**src/rtl/pc_unit.sv**
```systemverilog
// pc_unit: program counter with relative branch page-cross fixup and return-address stack.
module pc_unit #(
    parameter int ADDR_W = 16,
    parameter int OFF_W = 8,
    parameter int STACK_DEPTH = 4,
    parameter logic [ADDR_W-1:0] RESET_ADDR = '0,
    localparam int SP_W = $clog2(STACK_DEPTH + 1)
) (
    input  logic              clk_i,
    input  logic              reset_i,
    input  logic              increment_i,
    input  logic              load_i,
    input  logic [ADDR_W-1:0] load_addr_i,
    input  logic              jsr_i,
    input  logic [ADDR_W-1:0] jsr_addr_i,
    input  logic              rts_i,
    input  logic              branch_i,
    input  logic [OFF_W-1:0]  branch_off_i,
    output logic [ADDR_W-1:0] pc_o,
    output logic              carry_o,
    output logic              busy_o,
    output logic              page_cross_o,
    output logic [SP_W-1:0]   sp_o,
    output logic              stack_full_o,
    output logic              stack_empty_o,
    output logic              ovf_err_o,
    output logic              unf_err_o
);
    localparam logic [0:0] IDLE = 1'b0;
    localparam logic [0:0] FIXUP = 1'b1;

    logic [0:0]         state_q, state_d;
    logic [ADDR_W-1:0]  pc_q, pc_d;
    logic [SP_W-1:0]    sp_q, sp_d;
    logic [ADDR_W-9:0]  hi_q, hi_d;
    logic               pcr_q, pcr_d, ovf_q, ovf_d, unf_q, unf_d, push;
    // Power-of-two depth keeps the sp-indexed select width-exact; extra entries are never written.
    logic [ADDR_W-1:0]  stack_q [2**SP_W];
    logic [ADDR_W-1:0]  base, target;
    logic signed [ADDR_W-1:0] off_ext;
    logic [SP_W-1:0]    top_idx;

    assign base = pc_q + ADDR_W'(increment_i);
    assign off_ext = ADDR_W'($signed(branch_off_i));
    assign target = base + off_ext;
    assign top_idx = sp_q - SP_W'(1);
    assign stack_full_o = sp_q == SP_W'(STACK_DEPTH);
    assign stack_empty_o = sp_q == '0;
    assign carry_o = state_q == IDLE && increment_i && !(load_i || jsr_i || rts_i || branch_i) && &pc_q;
    assign pc_o = pc_q;
    assign busy_o = state_q == FIXUP;
    assign page_cross_o = pcr_q;
    assign sp_o = sp_q;
    assign ovf_err_o = ovf_q;
    assign unf_err_o = unf_q;

    always_comb begin
        pc_d = base;
        sp_d = sp_q;
        state_d = IDLE;
        hi_d = hi_q;
        pcr_d = 1'b0;
        ovf_d = ovf_q;
        unf_d = unf_q;
        push = 1'b0;
        if (state_q == FIXUP) begin
            pc_d = {hi_q, pc_q[7:0]};
        end else if (load_i) begin
            pc_d = load_addr_i;
        end else if (jsr_i) begin
            if (!stack_full_o) begin
                push = 1'b1;
                pc_d = jsr_addr_i;
                sp_d = sp_q + SP_W'(1);
            end else begin
                ovf_d = 1'b1;
            end
        end else if (rts_i) begin
            if (!stack_empty_o) begin
                pc_d = stack_q[top_idx];
                sp_d = top_idx;
            end else begin
                unf_d = 1'b1;
            end
        end else if (branch_i) begin
            if (target[ADDR_W-1:8] == base[ADDR_W-1:8]) begin
                pc_d = target;
            end else begin
                pc_d = {base[ADDR_W-1:8], target[7:0]};
                hi_d = target[ADDR_W-1:8];
                pcr_d = 1'b1;
                state_d = FIXUP;
            end
        end
    end

    always_ff @(posedge clk_i) begin
        if (reset_i) begin
            state_q <= IDLE;
            pc_q <= RESET_ADDR;
            sp_q <= '0;
            hi_q <= '0;
            pcr_q <= 1'b0;
            ovf_q <= 1'b0;
            unf_q <= 1'b0;
        end else begin
            state_q <= state_d;
            pc_q <= pc_d;
            sp_q <= sp_d;
            hi_q <= hi_d;
            pcr_q <= pcr_d;
            ovf_q <= ovf_d;
            unf_q <= unf_d;
        end
    end

    always_ff @(posedge clk_i) begin
        if (push) stack_q[sp_q] <= base;
    end
endmodule

```
**config.mk**
```make
export PLATFORM = sky130hd
export DESIGN_NAME = pc_unit
export DESIGN_NICKNAME = d
export VERILOG_FILES = /design/src/rtl/pc_unit.sv
export SDC_FILE = /design/constraint.sdc
export NUM_CORES = 1
export LEC_CHECK = 0
export CORE_ASPECT_RATIO = 0.8
export CORE_MARGIN = 5
export CORE_UTILIZATION = 25
export CTS_CLUSTER_DIAMETER = 200
export DETAILED_ROUTE_END_ITERATION = 10
export MAX_ROUTING_LAYER = met4
export PLACE_DENSITY = 0.47
export SLEW_MARGIN = 10
export SYNTH_ARGS = -nofsm -noshare
export SYNTH_HDL_FRONTEND = slang
export SYNTH_SLANG_ARGS = --single-unit
export TNS_END_PERCENT = 30
```
**constraint.sdc**
```tcl
create_clock -name clk_i -period 12 [get_ports clk_i]
set_input_delay 2.4 -clock clk_i [delete_from_list [all_inputs] [get_ports clk_i]]
set_output_delay 2.4 -clock clk_i [all_outputs]
set_load 0.01 [all_outputs]
```
-- Yosys cells after proc, flatten, opt, wreduce, memory -nomap -nowiden
Memories as Yosys holds them, arrays and structs flattened.
Cells that the tools add are included.
- bits in registers: 30
- memory bits (writable): 128
- input port bits: 47
- memories kept: 1
- memory list (name ; depth ; bits a word ; rd ports ; clocked after memory_dff ; write ports ; line ; source):
    stack_q ; 8 ; 16 ; 1 ; 0 ; 1 ; 38 ; logic [ADDR_W-1:0] stack_q [2**SP_W];
- add/sub/neg operators: 4
- equality and inequality tests: 4
- muxes and demuxes: 19
- bitwise logic cells: 6
- reduce and logical (&&, ||, !) cells: 15
- operator list (operator ; count):
    $mux W16 ; 8
    $add A16 B1 Y16 ; 1
    $add A16 B16 Y16 ; 1
    $reduce_and A16 Y1 ; 1
    $mux W3 ; 4
    $reduce_and A5 Y1 ; 2
    $eq A8 B8 Y1 ; 1
    $mux W1 ; 7
    $not A1 Y1 ; 6
    $reduce_and A6 Y1 ; 1
    $reduce_or A6 Y1 ; 1
    $ne A2 B2 Y1 const B ; 2
    $reduce_and A4 Y1 ; 1
    $add A3 B1 Y3 const B ; 1
    $eq A3 B3 Y1 const B ; 1
    $logic_and A1 B1 Y1 ; 3
    $logic_not A3 Y1 ; 1
    $logic_or A1 B1 Y1 ; 3
    $sub A3 B1 Y3 const B ; 1
    $reduce_bool A2 Y1 ; 1
    $logic_not A1 Y1 ; 1

-- Logic depth before layout (Yosys ltp)
- word-level depth: 9
- mapped depth: 16
- depth with buffers taken out: 15

-- Worst setup path after synthesis
Ideal clock, no wire load.
- path type: input port to flip-flop
- start point: input port increment_i
- end point: register hi_q[6]
- library setup time: 116 ps
- arrival: 6257 ps
- required time: 11884 ps
- setup slack: 5627 ps
- stages: 13
- path through: ha_1 -> ha_1 -> and3_1 -> xnor2_1 -> ha_1 -> a21o_1 -> a221o_2 -> a2111oi_1 -> nor2_1 -> xnor2_1 -> a2111o_1 -> o31a_1 -> o211a_1
- longest elaborated chain between the ends: 5
- RTL lines (item ; line ; source):
    from (decl) ; 11 ; input logic increment_i,
    $add A16 B1 Y16 (*) ; 43 ; assign base = pc_q + ADDR_W'(increment_i);
    via base[4] ; 39 ; logic [ADDR_W-1:0] base, target;
    $add A16 B16 Y16 (*) ; 45 ; assign target = base + off_ext;
    $eq A8 B8 Y1 ; 86 ; if (target[ADDR_W-1:8] == base[ADDR_W-1:8]) begin
    $not A1 Y1 (no source line) ; n/a ;
    $reduce_and A6 Y1 (no source line) ; n/a ;
    to (signal assigned) ; 110 ; hi_q <= hi_d;
    to (decl) ; 35 ; logic [ADDR_W-9:0] hi_q, hi_d;
Mark *: on every way through the listed nets, which the timed path passes. The rest lies on a longest branch.
A chain may end at the register's enable or synchronous reset.

-- Worst setup path after layout
- start point: input port increment_i
- end point: register hi_q[4]
The elaborated chain is that of the path after synthesis.

==> metrics.csv <==
metric,value,unit
status,"finished, final reports clean",
Net Switching,430,µW
clock power share,36.8,%
initial antenna violation count,0,
synth cell count leaders,"edfxtp_1 (128), nand2_1 (49), a21oi_1 (40), nor2_1 (35), mux4_2 (32)",
Worst Skew,0.00923,ns
Fillers,3192,
CTS resizes,0,
async set-reset flop share out of synthesis,0,%
Placed Area,0.00933,mm²
# DRC,0,
slew margin rel.,37.7,%
Clock transition at path regs,0.07,ns
gr ovfl total,0,
syn_nets,699,
largest net degree at the start of global routing,42,
area grow syn2layout,23.5,%
unrepaired setup endpoints after global routing,no,
startpoint types,primary input,
post-synth cell types,73,
root buffer cell,clkbuf_16,
adder-cell share of the synthesized area,3.52,%
Initial DRC Count,414,
effective utilization at floorplan,25.4,%
Final Max Tran Viols,0,
Crit path required time,12.31,ns
mapped cell area,0.00803,mm²
final hold viol count,0,
final design utilization,31.4,%
Critical Path AT,7.34,ns
worst vdd ir,0.0563,mV
share of cells above drive strength 1,14.1,%
max cap viols,0,
post-route cell area,0.00991,mm²
Flop pwr share,42.3,%
core region area,0.0316,mm²
post-CTS setup buffers,0,
Critical Path End Type,register,
P_leak,0.00337,µW
sequential area share after synthesis,55.4,%
Int Power,1060,µW
TritonRoute pass-1 iters,5,
fraction of power consumed by combinational cells,20.9,%
PwrDens,150,mW/mm²
post-synth top area share,47.9,%
ys flop type,edfxtp_1,
crit path max fanout,14,
largest family of logic cells by synthesized area,compound AO/OA/AOI/OAI gates,
Net Sw Frac,28.9,%
Post-Syn Area per Cell,12.7,µm²
final worst slack,4.97,ns
synthesized flop and latch total,158,
full die area,0.0358,mm²
Setup TNS,0,ns
highest clock rate,142,MHz
Die Span Y,170,µm
hold buffer count at cts,0,
Tmin final,7.03,ns
Post-Place Setup Slack,4.60,ns
actual slew at the worst max-slew pin,0.932,ns
WS Path Type,primary input to register,
Ys Warns,0,
DP HPWL,16400,µm
clock tree from TritonCTS,done,
PortBufs,72,
Avg Vias per Cell,4.91,
H-tree level count,4,
"Setup violations, final",0,
GP Congestion,0.831,
compound-cell area share of the yosys netlist,13.0,%
clock buffer depth,2,
simple-gate share of the synthesized area,11.0,%
top-count cell post-synth,edfxtp_1,
Hold WC Path Type,register to register,
vias in the first global route,5560,
Final period util,58.6,%
worst skew pair latency,0.43,ns
Rows,58,
clk sinks,158,
post-synth top area cell,edfxtp_1,
Reg area,0.00445,mm²
mux share of post-synthesis cell area,9.85,%
post-route ant nets,0,
largest cells by area after synthesis,"edfxtp_1 (48%), mux4_2 (9.0%), dfxtp_1 (7.5%), ha_1 (3.3%), a21oi_1 (2.5%)",
width of the die,210,µm
Layout Nets,779,
multi-input logic area,0.00338,mm²
number of diodes,0,
Post-synth EDFFs,128,
I/O pins,73,
xor/xnor cell area share of the yosys netlist,4.55,%
drt total wl,23800,µm
total track usage,13.7,%
Cells after Synth,630,
first-pass GRT wire length,35800,µm
drt wl/cell,20.8,µm
CTS Buf Count,17,
total number of vias,5607,
[routing by layer]
metal / GRT usage, % / part of all wire [%] / wire length (µm) / vias to the layer above
met4: 2.81 / 0.80 / 191 / 0
li1: - / - / - / 2644
met5: - / 0 / 0 / -
met3: 2.58 / 3.8 / 900 / 15
met1: 20.0 / 51 / 12100 / 2829
met2: 19.9 / 44 / 10500 / 119
[layout by cell type, fill, tap and decap left out, types with 21 or more instances in the layout]
| master | netlist | routed |
|---|---|---|
| nor2_1 | 35 | 35 |
| nand2_1 | 49 | 49 |
| dfxtp_1 | 30 | 29 |
| ha_1 | 21 | 21 |
| a21oi_1 | 40 | 40 |
| inv_1 | 22 | 22 |
| buf_4 | 1 | 22 |
| mux4_2 | 32 | 32 |
| clkdlybuf4s50_1 | 0 | 72 |
| edfxtp_1 | 128 | 128 |
[cell type report]
type | count | share of cell area [%]
clock buffer | 17 | 4.29
clock inverter | 15 | 1.63
inverter | 23 | 0.871
multi-input combinational | 416 | 34.1
sequential | 158 | 44.8
tap | 420 | 5.30
timing repair buffer | 94 | 8.94
[cell families (layout without fill, tap and decap cells)]
group,count (synthesis),after routing
flip-flops,158,158
AO/OA/AOI/OAI,146,146
buffers and inverters,56,149
AND/OR/NAND/NOR,174,174
multiplexers,39,39
adder cells (fa/ha/maj),22,22
XOR/XNOR,35,35
[state kept, by name (all words and copies together) (netlist names)]
signal	cells
pc_o	16
sp_o	3
stack_q	128
ovf_err_o	1
page_cross_o	1
unf_err_o	1
hi_q	8
[worst paths after layout]
kind / startpoint / end / slack (ns) / cells after the start
worst max-delay path: increment_i / hi_q[4] / 4.97 / 14
worst min-delay path: ovf_err_o / ovf_err_o / 0.49 / 2
worst max register to register: pc_o[0] / hi_q[4] / 7.01 / 13
worst min register to register: ovf_err_o / ovf_err_o / 0.49 / 2
[power groups by stage]
stage | sequential (µW) | clock [µW] | combinational (µW)
6_report | 628 | 548 | 311
2_1_floorplan | 638 | 0 | 199
3_5_place_dp | 640 | 0 | 312
5_1_grt | 630 | 584 | 339
4_1_cts | 628 | 560 | 313
3_3_place_gp | 640 | 0 | 313
[worst max-delay path, stage by stage]
cell             delay [ns]
clkdlybuf4s50_1        0.42
ha_1                   0.25
ha_1                   0.23
and3_1                 0.25
xnor2_1                0.68
ha_1                   0.45
a21oi_1                0.25
o211ai_1               0.23
a2111oi_2              0.60
nor4_1                 0.18
or4_1                  0.56
and2_1                 0.34
o311ai_1               0.38
o2bb2ai_1              0.11
[per-stage QoR]
step,total power [µW],std cells,hold WS [ns]
6_report,1490,1143,0.485
2_1_floorplan,837,630,0.452
3_3_place_gp,953,1111,0.458
5_1_grt,1550,1143,0.523
3_5_place_dp,952,1111,0.481
4_1_cts,1500,1143,0.498
No activity file was read; power rests on OpenSTA's default activity.
